File: src/rtl/dmem_arb_ctrl.sv
// -----------------------------------------------------------------------------
// dmem_arb_ctrl
// Arbitrates one shared data-memory port between a CPU data port and an
// external requester (loader/debugger). It also sequences the core through
// the BOOT, RUN and HALT states.
//
//   BOOT : core held in reset, external side owns the memory, writes counted
//   RUN  : CPU has priority, external side is served in CPU-idle cycles
//   HALT : core stalled, external side owns the memory
//
// Optional feature (macro DMEM_ARB_STALL_EN): a starvation counter. After
// WAIT_MAX consecutive starved RUN cycles it forces a one-cycle CPU stall and
// grants the external requester.
//
// Ports
//   clk, reset                      clock (rising edge), sync active-low reset
//   start_run, halt_req             state-change requests (levels)
//   ext_valid/we/addr/wdata         external command
//   ext_ready, ext_rvalid, ext_rdata external grant and read return
//   cpu_mem_req/we/addr/wdata       CPU command
//   cpu_rdata, cpu_reset, cpu_stall CPU read data and core control
//   mem_we/addr/wdata, mem_rdata    shared memory port (combinational read)
//   state, load_count               status: current state, BOOT write count
// -----------------------------------------------------------------------------
module dmem_arb_ctrl #(
  parameter int unsigned WAIT_MAX = 8
) (
  input  logic        clk,
  input  logic        reset,
  input  logic        start_run,
  input  logic        halt_req,
  input  logic        ext_valid,
  input  logic        ext_we,
  input  logic [31:0] ext_addr,
  input  logic [31:0] ext_wdata,
  output logic        ext_ready,
  output logic        ext_rvalid,
  output logic [31:0] ext_rdata,
  input  logic        cpu_mem_req,
  input  logic        cpu_we,
  input  logic [31:0] cpu_addr,
  input  logic [31:0] cpu_wdata,
  output logic [31:0] cpu_rdata,
  output logic        cpu_reset,
  output logic        cpu_stall,
  output logic        mem_we,
  output logic [31:0] mem_addr,
  output logic [31:0] mem_wdata,
  input  logic [31:0] mem_rdata,
  output logic [1:0]  state,
  output logic [15:0] load_count
);

  typedef enum logic [1:0] {
    BOOT = 2'b00,
    RUN  = 2'b01,
    HALT = 2'b10
  } state_t;

  state_t      state_q, state_d;
  logic [15:0] loadCnt_q, loadCnt_d;
  logic        rvalid_q, rvalid_d;
  logic [31:0] rdata_q, rdata_d;
  logic        forceStall;
  logic        grant;

  // Next-state logic: in HALT a simultaneous halt_req keeps the core halted.
  always_comb begin
    state_d = state_q;
    case (state_q)
      BOOT:    if (start_run) state_d = RUN;
      RUN:     if (halt_req) state_d = HALT;
      HALT:    if (!halt_req && start_run) state_d = RUN;
      default: state_d = BOOT;
    endcase
  end

  // State register.
  always_ff @(posedge clk) begin
    if (!reset) begin
      state_q <= BOOT;
    end else begin
      state_q <= state_d;
    end
  end

`ifdef DMEM_ARB_STALL_EN
  localparam int unsigned CntW = (WAIT_MAX < 1) ? 1 : $clog2(WAIT_MAX + 1);

  logic [CntW-1:0] waitCnt_q, waitCnt_d;

  // The stall is forced only while the CPU is actually blocking the requester.
  assign forceStall = (state_q == RUN) && ext_valid && cpu_mem_req &&
                      (waitCnt_q == CntW'(WAIT_MAX));

  // Counts consecutive starved RUN cycles. Any grant, a dropped request or
  // leaving RUN restarts the count.
  always_comb begin
    waitCnt_d = waitCnt_q;
    if ((state_q != RUN) || (state_d != RUN) || !ext_valid || ext_ready) begin
      waitCnt_d = '0;
    end else begin
      waitCnt_d = waitCnt_q + CntW'(1);
    end
  end

  always_ff @(posedge clk) begin
    if (!reset) begin
      waitCnt_q <= '0;
    end else begin
      waitCnt_q <= waitCnt_d;
    end
  end
`else
  // Without the starvation guard the CPU is never stalled in RUN.
  logic unusedWaitMax;
  assign forceStall    = 1'b0;
  assign unusedWaitMax = (WAIT_MAX == 0);
`endif

  // Core control and the external grant, decoded from the state.
  always_comb begin
    ext_ready = 1'b1;
    cpu_reset = 1'b0;
    cpu_stall = 1'b0;
    case (state_q)
      BOOT: begin
        cpu_reset = 1'b1;
      end
      RUN: begin
        ext_ready = ~cpu_mem_req | forceStall;
        cpu_stall = forceStall;
      end
      HALT: begin
        cpu_stall = 1'b1;
      end
      default: begin
        cpu_reset = 1'b1;
      end
    endcase
  end

  assign grant = ext_valid & ext_ready;

  // Memory port mux. The CPU can only write when it is out of reset and not
  // stalled, so an ungranted cycle never writes.
  always_comb begin
    mem_we    = cpu_we & cpu_mem_req & ~cpu_reset & ~cpu_stall;
    mem_addr  = cpu_addr;
    mem_wdata = cpu_wdata;
    if (grant) begin
      mem_we    = ext_we;
      mem_addr  = ext_addr;
      mem_wdata = ext_wdata;
    end
  end

  assign cpu_rdata = mem_rdata;

  // BOOT write counter (saturating) and the one-cycle read return path.
  // ext_rdata holds between returns.
  always_comb begin
    loadCnt_d = loadCnt_q;
    rvalid_d  = grant & ~ext_we;
    rdata_d   = rdata_q;
    if ((state_q == BOOT) && grant && ext_we && (loadCnt_q != 16'hFFFF)) begin
      loadCnt_d = loadCnt_q + 16'd1;
    end
    if (grant && !ext_we) begin
      rdata_d = mem_rdata;
    end
  end

  always_ff @(posedge clk) begin
    if (!reset) begin
      loadCnt_q <= 16'd0;
      rvalid_q  <= 1'b0;
      rdata_q   <= 32'd0;
    end else begin
      loadCnt_q <= loadCnt_d;
      rvalid_q  <= rvalid_d;
      rdata_q   <= rdata_d;
    end
  end

  assign ext_rvalid = rvalid_q;
  assign ext_rdata  = rdata_q;
  assign state      = state_q;
  assign load_count = loadCnt_q;

endmodule

File: config.mk
export PLATFORM = sky130hd
export DESIGN_NAME = dmem_arb_ctrl
export DESIGN_NICKNAME = d
export VERILOG_FILES = /design/src/rtl/dmem_arb_ctrl.sv
export SDC_FILE = /design/constraint.sdc
export NUM_CORES = 1
export LEC_CHECK = 0
export CORE_AREA = 2 2 122 124
export CTS_BUF_LIST = sky130_fd_sc_hd__clkbuf_4 sky130_fd_sc_hd__clkbuf_8
export DETAILED_ROUTE_END_ITERATION = 8
export DIE_AREA = 0 0 124 126
export PLACE_DENSITY_LB_ADDON = 0.15
export SYNTH_ARGS = -nofsm -noshare
export SYNTH_HDL_FRONTEND = slang
export SYNTH_SLANG_ARGS = --single-unit
export TNS_END_PERCENT = 10
File: constraint.sdc
create_clock -name clk -period 2 [get_ports clk]
set_input_delay 0.2 -clock clk [delete_from_list [all_inputs] [get_ports clk]]
set_output_delay 0.2 -clock clk [all_outputs]
set_load 0.03 [all_outputs]
# Word level (Yosys, flattened, before mapping)
# Index checks and enable logic that the tools add are counted.
[classes] addsub=1 bitwise=8 n_reduce_logical=10 muxes=10 n_eq_ne=6
[op_table] op="32-bit two-way mux" n=2
[op_table] op="16-bit by 1-bit adder with 16-bit output (second input constant)" n=1
[op_table] op="16-bit != test (second input constant)" n=1
[op_table] op="2-bit two-way mux" n=3
[op_table] op="2-bit != test (second input constant)" n=3
[op_table] op="2-bit case mux with 3 select lines" n=1
[op_table] op="1-bit bitwise AND" n=5
[op_table] op="1-bit logical AND" n=5
[op_table] op="1-bit two-way mux" n=4
[op_table] op="1-bit inverter" n=3
[op_table] op="3-bit AND reduction" n=1
[op_table] op="2-bit by 1-bit equality test with 1-bit output (second input constant)" n=1
[op_table] op="2-bit equality test (second input constant)" n=1
[op_table] op="1-bit zero test" n=2
[op_table] op="2-bit zero test" n=1
[op_table] op="2-bit OR reduction" n=1
[word_totals] output_inout_bits=151 in_bits=168 wordCells=39 register_bits=51

# Longest topological paths before layout
# Gate-level depths: netlist (run 1).
[depth] depth_word=6 ltp_mapped=8 ltp_nobuf=6

# Worst setup path after synthesis (run 1)
# No wires, ideal clock.
[synth_timing] path_kind="register to register" start="reg state_q[1] (netlist: state[1])" end="reg loadCnt_q[14] (netlist: load_count[14])" path_buffers=1 path_slack_ns=-0.441 arrival_time_ns=2.371 path_stages_with_launch=8 setup_ns=0.070 synth_period_minus_slack_ns=2.441 t_required_ns=1.930 cell_sequence="dfxtp_1 -> inv_1 -> ha_1 -> a21bo_4 -> or4_4 -> buf_6 -> or4_1 -> a21oi_1"
[synth_between] elab_chain_cells=6 word_cells_on_any_way=7 cone_classes="1 x eq/ne; 1 x mux; 1 x bitwise; 4 x reduce/logical"
[synth_lines] item="start: declaration" line="60" rtl="state_t state_q, state_d;"
[synth_lines] item="start signal: assignment" line="83" rtl="state_q <= state_d;"
[synth_lines] item="2-bit by 1-bit equality test with 1-bit output" line="126" rtl="case (state_q)"
[synth_lines] item="1-bit two-way mux" line="126"
[synth_lines] item="1-bit bitwise AND" line="143" rtl="assign grant = ext_valid & ext_ready;"
[synth_lines] item="1-bit logical AND * (3 in a row)" line="166" rtl="if ((state_q == BOOT) && grant && ext_we && (loadCnt_q != 16'hFFFF)) begin"
[synth_lines] item="end signal: assignment" line="180" rtl="loadCnt_q <= loadCnt_d;"
[synth_lines] item="end: declaration" line="61" rtl="logic [15:0] loadCnt_q, loadCnt_d;"
# Every way passes the cells marked *; elsewhere a longest branch is shown, timed or not.
# A chain may end at the register's enable or synchronous reset.

# Final worst setup path (run 1)
[layout_timing] start="reg state_q[1] (netlist: state[1])" end="reg loadCnt_q[10] (netlist: load_count[10])"
# Same word-level chain as after synthesis.

==> results of run 1 <==
-- worst max path at each step --
stage	startpoint	end	depth (start not counted)
floorplan	state[1]$_SDFFE_PN0P_	load_count[14]$_SDFFE_PN0P_	7
global placement	ext_valid	load_count[10]$_SDFFE_PN0P_	6
detailed placement	ext_valid	load_count[10]$_SDFFE_PN0P_	6
CTS	state[1]$_SDFFE_PN0P_	load_count[10]$_SDFFE_PN0P_	7
global route	state[1]$_SDFFE_PN0P_	load_count[10]$_SDFFE_PN0P_	7
finish	state[1]$_SDFFE_PN0P_	load_count[10]$_SDFFE_PN0P_	7
-- routing by layer --
metal | part of all wire | global-route usage | vias to the layer above | wire [µm]
met5 | 0 | 0 | - | 0
met1 | 0.36 | 0.170 | 1895 | 5000
li1 | - | - | 2193 | -
met2 | 0.52 | 0.320 | 198 | 7260
met3 | 0.11 | 0.0620 | 17 | 1490
met4 | 0.023 | 0.0542 | 0 | 321
-- timing repair --
action / 4_1_cts / 5_1_grt
cloned: 0 / 0
buffers inserted: 2 / 0
setup endpoints to repair: 70 / 75
resized for setup: 12 / 31
pin swaps: 1 / 3
hold buffers: 0 / 0
-- sequential cells by signal (all words and copies together), names as in the netlist --
name / cells
ext_rdata: 32
ext_rvalid: 1
load_count: 16
state: 2
-- cells by family (layout without fill, tap and decap cells) --
group | Yosys count | after routing | synth area share
simple gates | 308 | 308 | 0.396
compound gates | 65 | 65 | 0.125
mux | 4 | 4 | 0.0126
flops | 51 | 51 | 0.320
buf+inv | 70 | 368 | 0.122
fa+ha+maj | 6 | 6 | 0.0236
-- cell type report --
type | instances | area (µm²)
inverters | 8 | 32.5
repair buffers | 352 | 3620
clock buffers | 6 | 82.6
flip-flops and latches | 51 | 1030
clock inverters | 2 | 16.3
well taps | 184 | 230
multi-input cells | 383 | 1850
fillers | 1448 | 7450
-- worst register-to-register path, cell delays in order, from the launching register on --
cell and delay (ns):
dfxtp_4 0.37, inv_4 0.04, ha_4 0.15, a21bo_4 0.23
or4_4 0.55, buf_6 0.14, or4_4 0.41, a21oi_2 0.13
-- synth_stat cells, types with 2 or more instances --
cell type  number  share of area
buf_4          32          0.075
nor3_1          5         0.0079
clkbuf_1       29          0.034
inv_1           8         0.0094
or4b_2          4          0.013
nor4_1          2         0.0039
o21ai_0         4         0.0063
mux2i_1         4          0.013
nand2b_1        3         0.0059
or3_1           2         0.0039
nand2_1       265           0.31
nand4_1         6          0.012
nand3_1         5         0.0079
o31ai_1         4         0.0094
o41ai_1         5          0.014
ha_1            6          0.024
a21oi_1        41          0.064
or4_1           4         0.0094
nor2_1          8         0.0094
dfxtp_1        51           0.32
o211ai_1        2         0.0047
-- through the flow --
step	hold slack [ns]	util	TNS (ns)	cell area, µm²	cells
floorplan	0.336	-	-0.316	3220	504
global placement	0.444	0.460	-6.57	6590	976
detailed placement	0.447	0.460	-8.02	6590	976
CTS	0.451	0.470	-1.22	6730	986
global route	0.469	0.479	-5.92	6860	986
finish	0.457	0.479	-0.252	6860	986
-- power breakdown --
| part | total [W] | switching (W) | internal, W |
|---|---|---|---|
| sequential | 0.00114 | 0.0000511 | 0.00109 |
| clock | 0.000634 | 0.000351 | 0.000283 |
| combinational | 0.00295 | 0.00159 | 0.00136 |
==> results.ini, run 1 <==
[floorplanning]
num_rows = 44
dieArea_mm2 = 0.0156
fp.dieW_um = 124
core-area_mm2 = 0.0143
dieHeight_um = 126
io_pins = 319
start_util = 0.223

[synth]
synth.avg_cell_area_um2 = 6.32
synth_nets = 678
async_flop_share = 0
synthFlopType = dfxtp_1
ys_ff_latch = 51
netlist_area_mm2 = 0.00319
synth_edf_count = 0
yosysWarnings = 0
synth.distinct_cells = 35
synthCells = 504
synth-seq-area-share = 0.320

[placement]
gp_congestion = 0.891
dp_slack_ns = -0.274
io_buffers = 318
hpwl_mm = 11.7

[power_and_ir_drop]
power_w = 0.00472
cellPowerDensity_mw_per_mm2 = 688
worst_ir_drop_vdd_uv = 370
leakage_nw = 2.91

[worst_setup_path]
cp.required_ns = 2.25
cp_top_family = simple AND/OR/NAND/NOR gates
end_kind = register
slowest_stage = or4_4
path_max_fanout = 5
critPathKind = reg -> reg
rrSetupSlack_ns = -0.08
critical_path_arrival_ns = 2.33
reg2reg_depth = 7
slowest_delay_ns = 0.55
cp_cell_sequence = inv_4 > ha_4 > a21bo_4 > or4_4 > buf_6 > or4_4 > a21oi_2
crit_buf_inv = 2
reg2reg_from = state[1]$_SDFFE_PN0P_
cp-start-kind = register
cp_common_cell = or4_4
r2r_end = load_count[10]$_SDFFE_PN0P_

[sta]
slew_headroom = 0.500
clock.fmax_mhz = 482
period_minus_slack_ns = 2.08
setup_viol = 16
finalCritPeriodShare = 1.04
drv_slew = 0
fin_ws_ns = -0.0764
skew_ns = 0.00823
rsz0062_at_grt = true
final-hold-violation-count = 0
worst_pin_slew_ns = 0.745

[outcome]
violations = negative setup slack
status = finished, violations left

[min_path]
whs_path_depth = 2
hold_end = ext_rdata[15]$_SDFFE_PN0P_
min_from = ext_rdata[15]$_SDFFE_PN0P_
min_path_type = reg -> reg

[final_layout]
drive_gt1_frac = 0.162
syn_to_final_growth_pct = 115
final_cell_mix = nand2_1, clkdlybuf4s50_1, buf_4
nNetsFinal = 975
diodes = 0
layout_commonest_cell = nand2_1

[grt]
antenna_found_initial = 0
grt_pass1_vias = 4168
grt_overflow = 0
grt_pass1_wl_mm = 21.0
track_usage = 0.170
grt_max_degree = 42

[detailed_routing]
drc = 0
ant_nets = 0
via_count = 4303
drt_wl_total_mm = 14.1
avgRoutedWirePerCell_um = 14.3
drtIter0Drc = 128
vias_per_cell = 4.36
drtPass1Iterations = 6

[clock_tree]
tritoncts = done
cts_max_level = 2
clk_pin_slew_ns = 0.09
max-clock-path-buffers = 2
worstSkewPairLatency_ns = 0.31
cts_made_buffers = 5
cts.sinks = 51
cts_root_buffer = clkbuf_8

[job]
drv_cap = 0

No activity file was read; power rests on OpenSTA's default activity.
==> inputs of run 2 (changes only) <==
Settings changed: GPL_ROUTABILITY_DRIVEN from default to 0.
==> results of run 2 <==
The final DEF is identical to that of run 1; final timing and power are the same.
==> inputs of run 3 (changes only) <==
Settings changed: ABC_CLOCK_PERIOD_IN_PS from default to 2000.
==> results of run 3 <==
The final DEF is identical to that of run 1; final timing and power are the same.
